==> src/rtl/prg_saver_if.sv <==
// ---------------------------------------------------------------------------
// prg_saver_if : DMA read port plus outbound .PRG byte stream   (rev 1.0)
// ---------------------------------------------------------------------------
`default_nettype none

interface prg_saver_if;
  logic [15:0] dma_addr;
  logic        dma_rd;
  logic [7:0]  dma_din;
  logic [7:0]  out_data;
  logic        out_valid;
  logic        out_ready;
  logic [16:0] out_idx;
  logic [16:0] out_len;

  // master = the saver; slave = RAM/DMA port and upload consumer
  modport master (
    output dma_addr, dma_rd, out_data, out_valid, out_idx, out_len,
    input  dma_din, out_ready
  );

  modport slave (
    input  dma_addr, dma_rd, out_data, out_valid, out_idx, out_len,
    output dma_din, out_ready
  );
endinterface

`default_nettype wire

==> src/rtl/prg_saver.sv <==
// ---------------------------------------------------------------------------
// prg_saver : serialise resident BASIC program from PET RAM as .PRG stream (rev 1.0)
// ---------------------------------------------------------------------------
`default_nettype none

module prg_saver #(
  parameter int          DMA_LAT  = 1,
  parameter logic [15:0] PTR_BASE = 16'h0028,
  parameter logic [15:0] MAX_END  = 16'h8000
) (
  input  logic        clk,
  input  logic        reset_n,
  input  logic        start,
  input  logic        abort,
  output logic        busy,
  output logic        done,
  output logic        err,
  prg_saver_if.master bus
);

  typedef enum logic [2:0] {
    S_IDLE  = 3'd0,
    S_PTR   = 3'd1,
    S_CHECK = 3'd2,
    S_HDR   = 3'd3,
    S_FETCH = 3'd4,
    S_SEND  = 3'd5,
    S_FIN   = 3'd6
  } state_t;

  localparam logic [1:0] LAT = 2'(DMA_LAT);

  state_t      state_q,     state_d;
  logic        busy_q,      busy_d;
  logic        done_q,      done_d;
  logic        err_q,       err_d;
  logic        dma_rd_q,    dma_rd_d;
  logic [15:0] dma_addr_q,  dma_addr_d;
  logic [7:0]  out_data_q,  out_data_d;
  logic        out_valid_q, out_valid_d;
  logic [16:0] out_idx_q,   out_idx_d;
  logic [16:0] out_len_q,   out_len_d;
  logic [15:0] prg_start_q, prg_start_d;
  logic [15:0] prg_end_q,   prg_end_d;
  logic [15:0] cur_q,       cur_d;
  logic [1:0]  ptr_sel_q,   ptr_sel_d;
  logic [1:0]  wait_q,      wait_d;

  logic        accept;
  logic [15:0] cur_next;

  assign accept   = out_valid_q & bus.out_ready;
  assign cur_next = cur_q + 16'd1;

  always_comb begin
    state_d     = state_q;
    busy_d      = busy_q;
    done_d      = 1'b0;
    err_d       = 1'b0;
    dma_rd_d    = 1'b0;
    dma_addr_d  = dma_addr_q;
    out_data_d  = out_data_q;
    out_valid_d = out_valid_q;
    out_idx_d   = out_idx_q;
    out_len_d   = out_len_q;
    prg_start_d = prg_start_q;
    prg_end_d   = prg_end_q;
    cur_d       = cur_q;
    ptr_sel_d   = ptr_sel_q;
    wait_d      = wait_q;

    case (state_q)
      S_IDLE: begin
        if (start) begin
          state_d    = S_PTR;
          busy_d     = 1'b1;
          dma_rd_d   = 1'b1;
          dma_addr_d = PTR_BASE;
          ptr_sel_d  = 2'd0;
          wait_d     = 2'd0;
        end
      end

      S_PTR: begin
        if (wait_q == LAT) begin
          case (ptr_sel_q)
            2'd0:    prg_start_d[7:0]  = bus.dma_din;
            2'd1:    prg_start_d[15:8] = bus.dma_din;
            2'd2:    prg_end_d[7:0]    = bus.dma_din;
            default: prg_end_d[15:8]   = bus.dma_din;
          endcase
          if (ptr_sel_q == 2'd3) begin
            state_d = S_CHECK;
          end else begin
            ptr_sel_d  = ptr_sel_q + 2'd1;
            dma_addr_d = dma_addr_q + 16'd1;
            dma_rd_d   = 1'b1;
            wait_d     = 2'd0;
          end
        end else begin
          wait_d = wait_q + 2'd1;
        end
      end

      S_CHECK: begin
        if ((prg_end_q < prg_start_q) || (prg_end_q > MAX_END)) begin
          state_d = S_IDLE;
          busy_d  = 1'b0;
          err_d   = 1'b1;
        end else begin
          state_d     = S_HDR;
          out_len_d   = {1'b0, prg_end_q} - {1'b0, prg_start_q} + 17'd2;
          out_data_d  = prg_start_q[7:0];
          out_idx_d   = 17'd0;
          out_valid_d = 1'b1;
          cur_d       = prg_start_q;
        end
      end

      S_HDR: begin
        if (accept) begin
          if (!out_idx_q[0]) begin
            out_data_d = prg_start_q[15:8];
            out_idx_d  = 17'd1;
          end else begin
            out_idx_d   = 17'd2;
            out_valid_d = 1'b0;
            if (cur_q == prg_end_q) begin
              state_d = S_FIN;
              done_d  = 1'b1;
              busy_d  = 1'b0;
            end else begin
              state_d    = S_FETCH;
              dma_rd_d   = 1'b1;
              dma_addr_d = cur_q;
              wait_d     = 2'd0;
            end
          end
        end
      end

      S_FETCH: begin
        if (wait_q == LAT) begin
          state_d     = S_SEND;
          out_data_d  = bus.dma_din;
          out_valid_d = 1'b1;
        end else begin
          wait_d = wait_q + 2'd1;
        end
      end

      S_SEND: begin
        if (accept) begin
          out_valid_d = 1'b0;
          out_idx_d   = out_idx_q + 17'd1;
          cur_d       = cur_next;
          // the read address is only ever loaded from a cur that is below end
          if (cur_next == prg_end_q) begin
            state_d = S_FIN;
            done_d  = 1'b1;
            busy_d  = 1'b0;
          end else begin
            state_d    = S_FETCH;
            dma_rd_d   = 1'b1;
            dma_addr_d = cur_next;
            wait_d     = 2'd0;
          end
        end
      end

      S_FIN: begin
        state_d = S_IDLE;
      end

      default: begin
        state_d = S_IDLE;
        busy_d  = 1'b0;
      end
    endcase

    // abort overrides everything, including a final accept
    if (abort && (state_q != S_IDLE)) begin
      state_d     = S_IDLE;
      busy_d      = 1'b0;
      done_d      = 1'b0;
      err_d       = 1'b0;
      dma_rd_d    = 1'b0;
      out_valid_d = 1'b0;
    end
  end

  always_ff @(posedge clk or negedge reset_n) begin
    if (!reset_n) begin
      state_q     <= S_IDLE;
      busy_q      <= 1'b0;
      done_q      <= 1'b0;
      err_q       <= 1'b0;
      dma_rd_q    <= 1'b0;
      dma_addr_q  <= 16'd0;
      out_data_q  <= 8'd0;
      out_valid_q <= 1'b0;
      out_idx_q   <= 17'd0;
      out_len_q   <= 17'd0;
      prg_start_q <= 16'd0;
      prg_end_q   <= 16'd0;
      cur_q       <= 16'd0;
      ptr_sel_q   <= 2'd0;
      wait_q      <= 2'd0;
    end else begin
      state_q     <= state_d;
      busy_q      <= busy_d;
      done_q      <= done_d;
      err_q       <= err_d;
      dma_rd_q    <= dma_rd_d;
      dma_addr_q  <= dma_addr_d;
      out_data_q  <= out_data_d;
      out_valid_q <= out_valid_d;
      out_idx_q   <= out_idx_d;
      out_len_q   <= out_len_d;
      prg_start_q <= prg_start_d;
      prg_end_q   <= prg_end_d;
      cur_q       <= cur_d;
      ptr_sel_q   <= ptr_sel_d;
      wait_q      <= wait_d;
    end
  end

  assign busy          = busy_q;
  assign done          = done_q;
  assign err           = err_q;
  assign bus.dma_rd    = dma_rd_q;
  assign bus.dma_addr  = dma_addr_q;
  assign bus.out_data  = out_data_q;
  assign bus.out_valid = out_valid_q;
  assign bus.out_idx   = out_idx_q;
  assign bus.out_len   = out_len_q;

endmodule

`default_nettype wire

==> src/flat_wrapper.sv <==
// flat-port wrapper written by rule: the top's interface ports become plain ports
module prg_saver_flat 
#(
  parameter int          DMA_LAT  = 1,
  parameter logic [15:0] PTR_BASE = 16'h0028,
  parameter logic [15:0] MAX_END  = 16'h8000
)
  (clk, reset_n, start, abort, busy, done, err, bus_dma_addr, bus_dma_rd, bus_out_data, bus_out_valid, bus_out_idx, bus_out_len, bus_dma_din, bus_out_ready);
  prg_saver_if bus_i ();
  input  logic clk;
  input  logic reset_n;
  input  logic start;
  input  logic abort;
  output logic busy;
  output logic done;
  output logic err;
  output wire logic [$bits(bus_i.dma_addr)-1:0] bus_dma_addr;
  output wire logic [$bits(bus_i.dma_rd)-1:0] bus_dma_rd;
  output wire logic [$bits(bus_i.out_data)-1:0] bus_out_data;
  output wire logic [$bits(bus_i.out_valid)-1:0] bus_out_valid;
  output wire logic [$bits(bus_i.out_idx)-1:0] bus_out_idx;
  output wire logic [$bits(bus_i.out_len)-1:0] bus_out_len;
  input wire logic [$bits(bus_i.dma_din)-1:0] bus_dma_din;
  input wire logic [$bits(bus_i.out_ready)-1:0] bus_out_ready;
  assign bus_dma_addr = bus_i.dma_addr;
  assign bus_dma_rd = bus_i.dma_rd;
  assign bus_out_data = bus_i.out_data;
  assign bus_out_valid = bus_i.out_valid;
  assign bus_out_idx = bus_i.out_idx;
  assign bus_out_len = bus_i.out_len;
  assign bus_i.dma_din = bus_dma_din;
  assign bus_i.out_ready = bus_out_ready;
  prg_saver #(.DMA_LAT(DMA_LAT), .PTR_BASE(PTR_BASE), .MAX_END(MAX_END)) u_core (.clk(clk), .reset_n(reset_n), .start(start), .abort(abort), .busy(busy), .done(done), .err(err), .bus(bus_i));
endmodule
==> config.mk <==
export PLATFORM = sky130hd
export DESIGN_NAME = prg_saver_flat
export DESIGN_NICKNAME = d
export VERILOG_FILES = /design/src/rtl/prg_saver_if.sv /design/src/rtl/prg_saver.sv /design/src/flat_wrapper.sv
export SDC_FILE = /design/constraint.sdc
export NUM_CORES = 1
export LEC_CHECK = 0
export ABC_AREA = 0
export BUFFER_PORTS_ARGS = -buffer_cell sky130_fd_sc_hd__buf_2
export CAP_MARGIN = 20
export CORE_MARGIN = 2
export CORE_UTILIZATION = 55
export DETAILED_ROUTE_END_ITERATION = 10
export PLACE_DENSITY = 0.86
export SETUP_SLACK_MARGIN = 0.4
export SLEW_MARGIN = 20
export SYNTH_ARGS = -nofsm -noshare
export SYNTH_HDL_FRONTEND = slang
export SYNTH_SLANG_ARGS = --single-unit
==> constraint.sdc <==
create_clock -name clk -period 3.8 [get_ports clk]
set_input_delay 0.38 -clock clk [delete_from_list [all_inputs] [get_ports clk]]
set_output_delay 0.38 -clock clk [all_outputs]
set_load 0.05 [all_outputs]
==> summary.md <==
| Metric | Value |
|---|---|
| Status | completed |
| Syn Area/Cell | 8.69 sq um |
| Yosys cell types | 68 |
| CP endpoint kind | flip-flop |
| Post-synth EDFFs | 0 |
| N_diodes | 0 |
| Std cell rows | 44 |
| Vias in the first global route | 7089 |
| Vias per Instance | 6.47 |
| Post-CTS Setup Bufs | 0 |
| Root Driver | clkbuf_16 |
| DR pass1 iterations | 6 |
| Initial Util | 55.7% |
| Share of layout cells above drive strength 1 | 17.2% |
| Met2 routed WL | 10300 um |
| Highest clock rate | 312 MHz |
| Synthesis-to-finish area growth | 14.3% |
| Detail Route Antenna Nets | 0 |
| Final core utilization | 63.7% |
| Cts bufs inserted | 17 |
| CP arrival | 3.50 ns |
| LEAKAGE | 4.17 nW |
| Gr ovfl total | 0 |
| FF/Latch Area | 2950 sq um |
| Yosys reg bits | 118 |
| Max IR drop VDD | 0.431 mV |
| Clock buffer depth | 2 |
| CTS Sinks | 118 |
| Final instance area | 9180 sq um |
| Footprint of the multi-input gates | 4720 sq um |
| Rel. slew slack | 28.0% |
| Final setup vio count | 0 |
| Buffers on Ports | 75 |
| Seq/Total Area, Yosys | 36.7% |
| Pwr Density | 951 nW/um^2 |
| Vias after detailed routing | 7637 |
| Cell Area, Placed | 8550 sq um |
| Max FO, Critical Path | 19 |
| Data required time of the worst path | 4.09 ns |
| Initial antenna violation count | 0 |
| Fillers | 1212 |
| Startpoint types | flip-flop |
| Slew Limit Fails | 0 |
| Drt total wl | 22800 um |
| Area of the mapped netlist | 8040 sq um |
| Post-route DRC | 0 |
| Ys flop type | dfrtp_1 |
| Cts repair resizes | 0 |
| RD Place Congestion | 0.966 |
| H-tree levels | 4 |
| Largest net degree at the start of global routing | 63 |
| Final hold viol count | 0 |
| 1st-iter DRT viols | 884 |
| GRT Util Overall | 29.8% |
| Worst slew pin tran | 1.08 ns |
| CTS Hold Bufs | 0 |
| RSZ-0062 raised after global routing | no |
| Clock transition at path regs | 0.06 ns |
| DIE WIDTH | 125 um |
| Clk_lat worst skew | 0.42 ns |
| Max Cap Viol | 0 |
| Minimum clock period | 3.21 ns |
| Routed WL per cell | 19.3 um |
| YS warnings | 0 |
| Clock skew | 0.00662 ns |
| Final #Nets | 1052 |
| Kind of critical path | reg -> reg |
| Async S/R FF share, synth | 100% |
| Core area | 14400 sq um |
| Die Y | 125 um |
| Cells after Synth | 925 |
| TritonCTS clock tree | built |
| Post-DP HPWL | 16300 um |
| WL met3 | 2140 um |
| DIE AREA | 15600 sq um |
| Top sig layer | met4 |
| M1 wire length | 9520 um |
| Syn nets | 991 |
| Hold Crit Class | in -> async |
| Io pins | 76 |
| Post-route setup TNS | 0 ns |
| First-pass GRT wire length | 37400 um |
| Final period utilization | 84.4% |
worst max-delay path, cell delays in order, from the launching register on:
cell and delay, ns:
dfrtp_1 0.43, inv_1 0.08, ha_1 0.20, inv_1 0.10, fa_1 0.17, and3_1 0.15
nor4_1 0.05, o31a_1 0.30, o311a_1 0.41, o211ai_1 0.42, o221ai_1 0.21, buf_4 0.24
o21ai_0 0.19, o21ai_0 0.12
layout make-up:
type                    count  share of cell area (%)
clock inverters             9                    1.63
multi-input cells         718                    51.4
repair buffers             90                    5.48
well taps                 184                    2.51
flip-flops and latches    118                    32.2
inverters                  41                    1.68
clock buffers              21                    5.12
per-stage QoR:
step | worst slack [ns] | total power [mW] | hold slack (ns) | cells
2_1_floorplan | 0.940 | 5.73 | 0.0844 | 925
3_3_place_gp | 0.653 | 6.75 | 0.457 | 1151
3_5_place_dp | 0.452 | 6.87 | 0.466 | 1151
4_1_cts | 0.420 | 8.64 | 0.0841 | 1181
5_1_grt | 0.393 | 9.29 | 0.116 | 1181
6_report | 0.595 | 8.74 | 0.0417 | 1181
cell usage after synthesis, drive strengths merged (2+ instances only):
library cell	instances	area share (%)
nor4	10	0.93
xnor2	17	1.9
a32o	2	0.25
o221ai	5	0.54
a22oi	11	1.0
a31oi	20	1.6
and2	5	0.39
inv	39	1.8
a31o	2	0.22
a21o	7	0.65
xor2	25	2.7
o2bb2ai	2	0.22
nand3	38	2.4
o2111ai	3	0.33
and3	14	1.1
a21oi	61	3.8
mux2	34	4.8
buf	13	1.1
o211ai	10	0.93
nor2	80	4.0
or4	3	0.33
clkbuf	35	1.6
or2	2	0.16
mux2i	8	1.0
clkinv	2	0.093
nor2b	6	0.47
a21boi	2	0.19
o31ai	2	0.19
nand2b	8	0.72
nand2	95	4.4
o311a	2	0.25
o22ai	6	0.47
dfrtp	118	37
a22o	6	0.65
or3	6	0.47
fa	9	2.2
ha	44	6.9
and4	4	0.44
a211oi	10	0.93
nand3b	3	0.28
nand4	12	1.0
nor3	23	1.5
o21ai	107	6.7
routing by layer:
layer / track usage (%) / vias up
li1: - / 3478
met2: 45.1 / 398
met1: 41.2 / 3681
met5: 0 / -
met4: 12.9 / 0
met3: 7.17 / 80
final timing paths:
check | from | to | slack, ns | cells after the start
max | u_core.prg_end_q[0] | u_core.bus.out_idx[3] | 0.59 | 13
min | reset_n | u_core.bus.out_len[14] | 0.04 | 1
max reg2reg | u_core.prg_end_q[0] | u_core.bus.out_idx[3] | 0.59 | 13
min reg2reg | u_core.bus.out_len[4] | u_core.bus.out_len[4] | 0.47 | 2
max in group asynchronous | reset_n | u_core.bus.out_idx[6] | 2.97 | 2
min in group clk | abort | u_core.err | 0.21 | 2
power by group:
part	total, mW	internal (mW)	switching, mW
clock	1.70	1.14	0.568
sequential	2.40	1.70	0.702
combinational	4.63	1.73	2.90
total	8.74	4.56	4.17
kinds of logic (layout without fill, tap and decap cells):
group | Yosys count | after routing | synth area share, %
AO/OA/AOI/OAI | 271 | 271 | 20.4
flip-flops | 118 | 118 | 36.7
AND/OR/NAND/NOR | 310 | 310 | 18.7
multiplexers | 42 | 42 | 5.81
buffers and inverters | 89 | 161 | 4.64
adder cells (fa/ha/maj) | 53 | 53 | 9.09
XOR/XNOR | 42 | 42 | 4.58
cell usage in the layout (no fill, tap or decap), types with 6 or more instances in the layout:
cell	count
a211oi_1	9
a21o_1	7
a21oi_1	61
a22o_1	6
a22oi_1	11
a31oi_1	20
and3_1	14
buf_2	74
buf_4	15
clkbuf_16	17
dfrtp_1	118
fa_1	9
ha_1	44
inv_1	39
mux2_2	33
mux2i_1	8
nand2_1	95
nand2b_1	7
nand3_1	38
nand4_1	11
nor2_1	78
nor2b_1	6
nor3_1	22
nor4_1	8
o211ai_1	10
o21ai_0	105
o22ai_1	6
or3_1	6
xnor2_1	17
xor2_1	25
sequential cells by signal, summed over array words and instances, names as in the netlist:
name / cells
u_core.state_q: 3
u_core.bus.out_idx: 17
u_core.bus.dma_addr: 16
u_core.ptr_sel_q: 2
u_core.bus.out_len: 17
u_core.cur_q: 16
u_core.bus.out_valid: 1
u_core.prg_end_q: 16
u_core.prg_start_q: 16
u_core.bus.dma_rd: 1
u_core.done: 1
u_core.wait_q: 2
u_core.busy: 1
u_core.bus.out_data: 8
u_core.err: 1
Note: power is estimated with default switching activity, not from simulation.
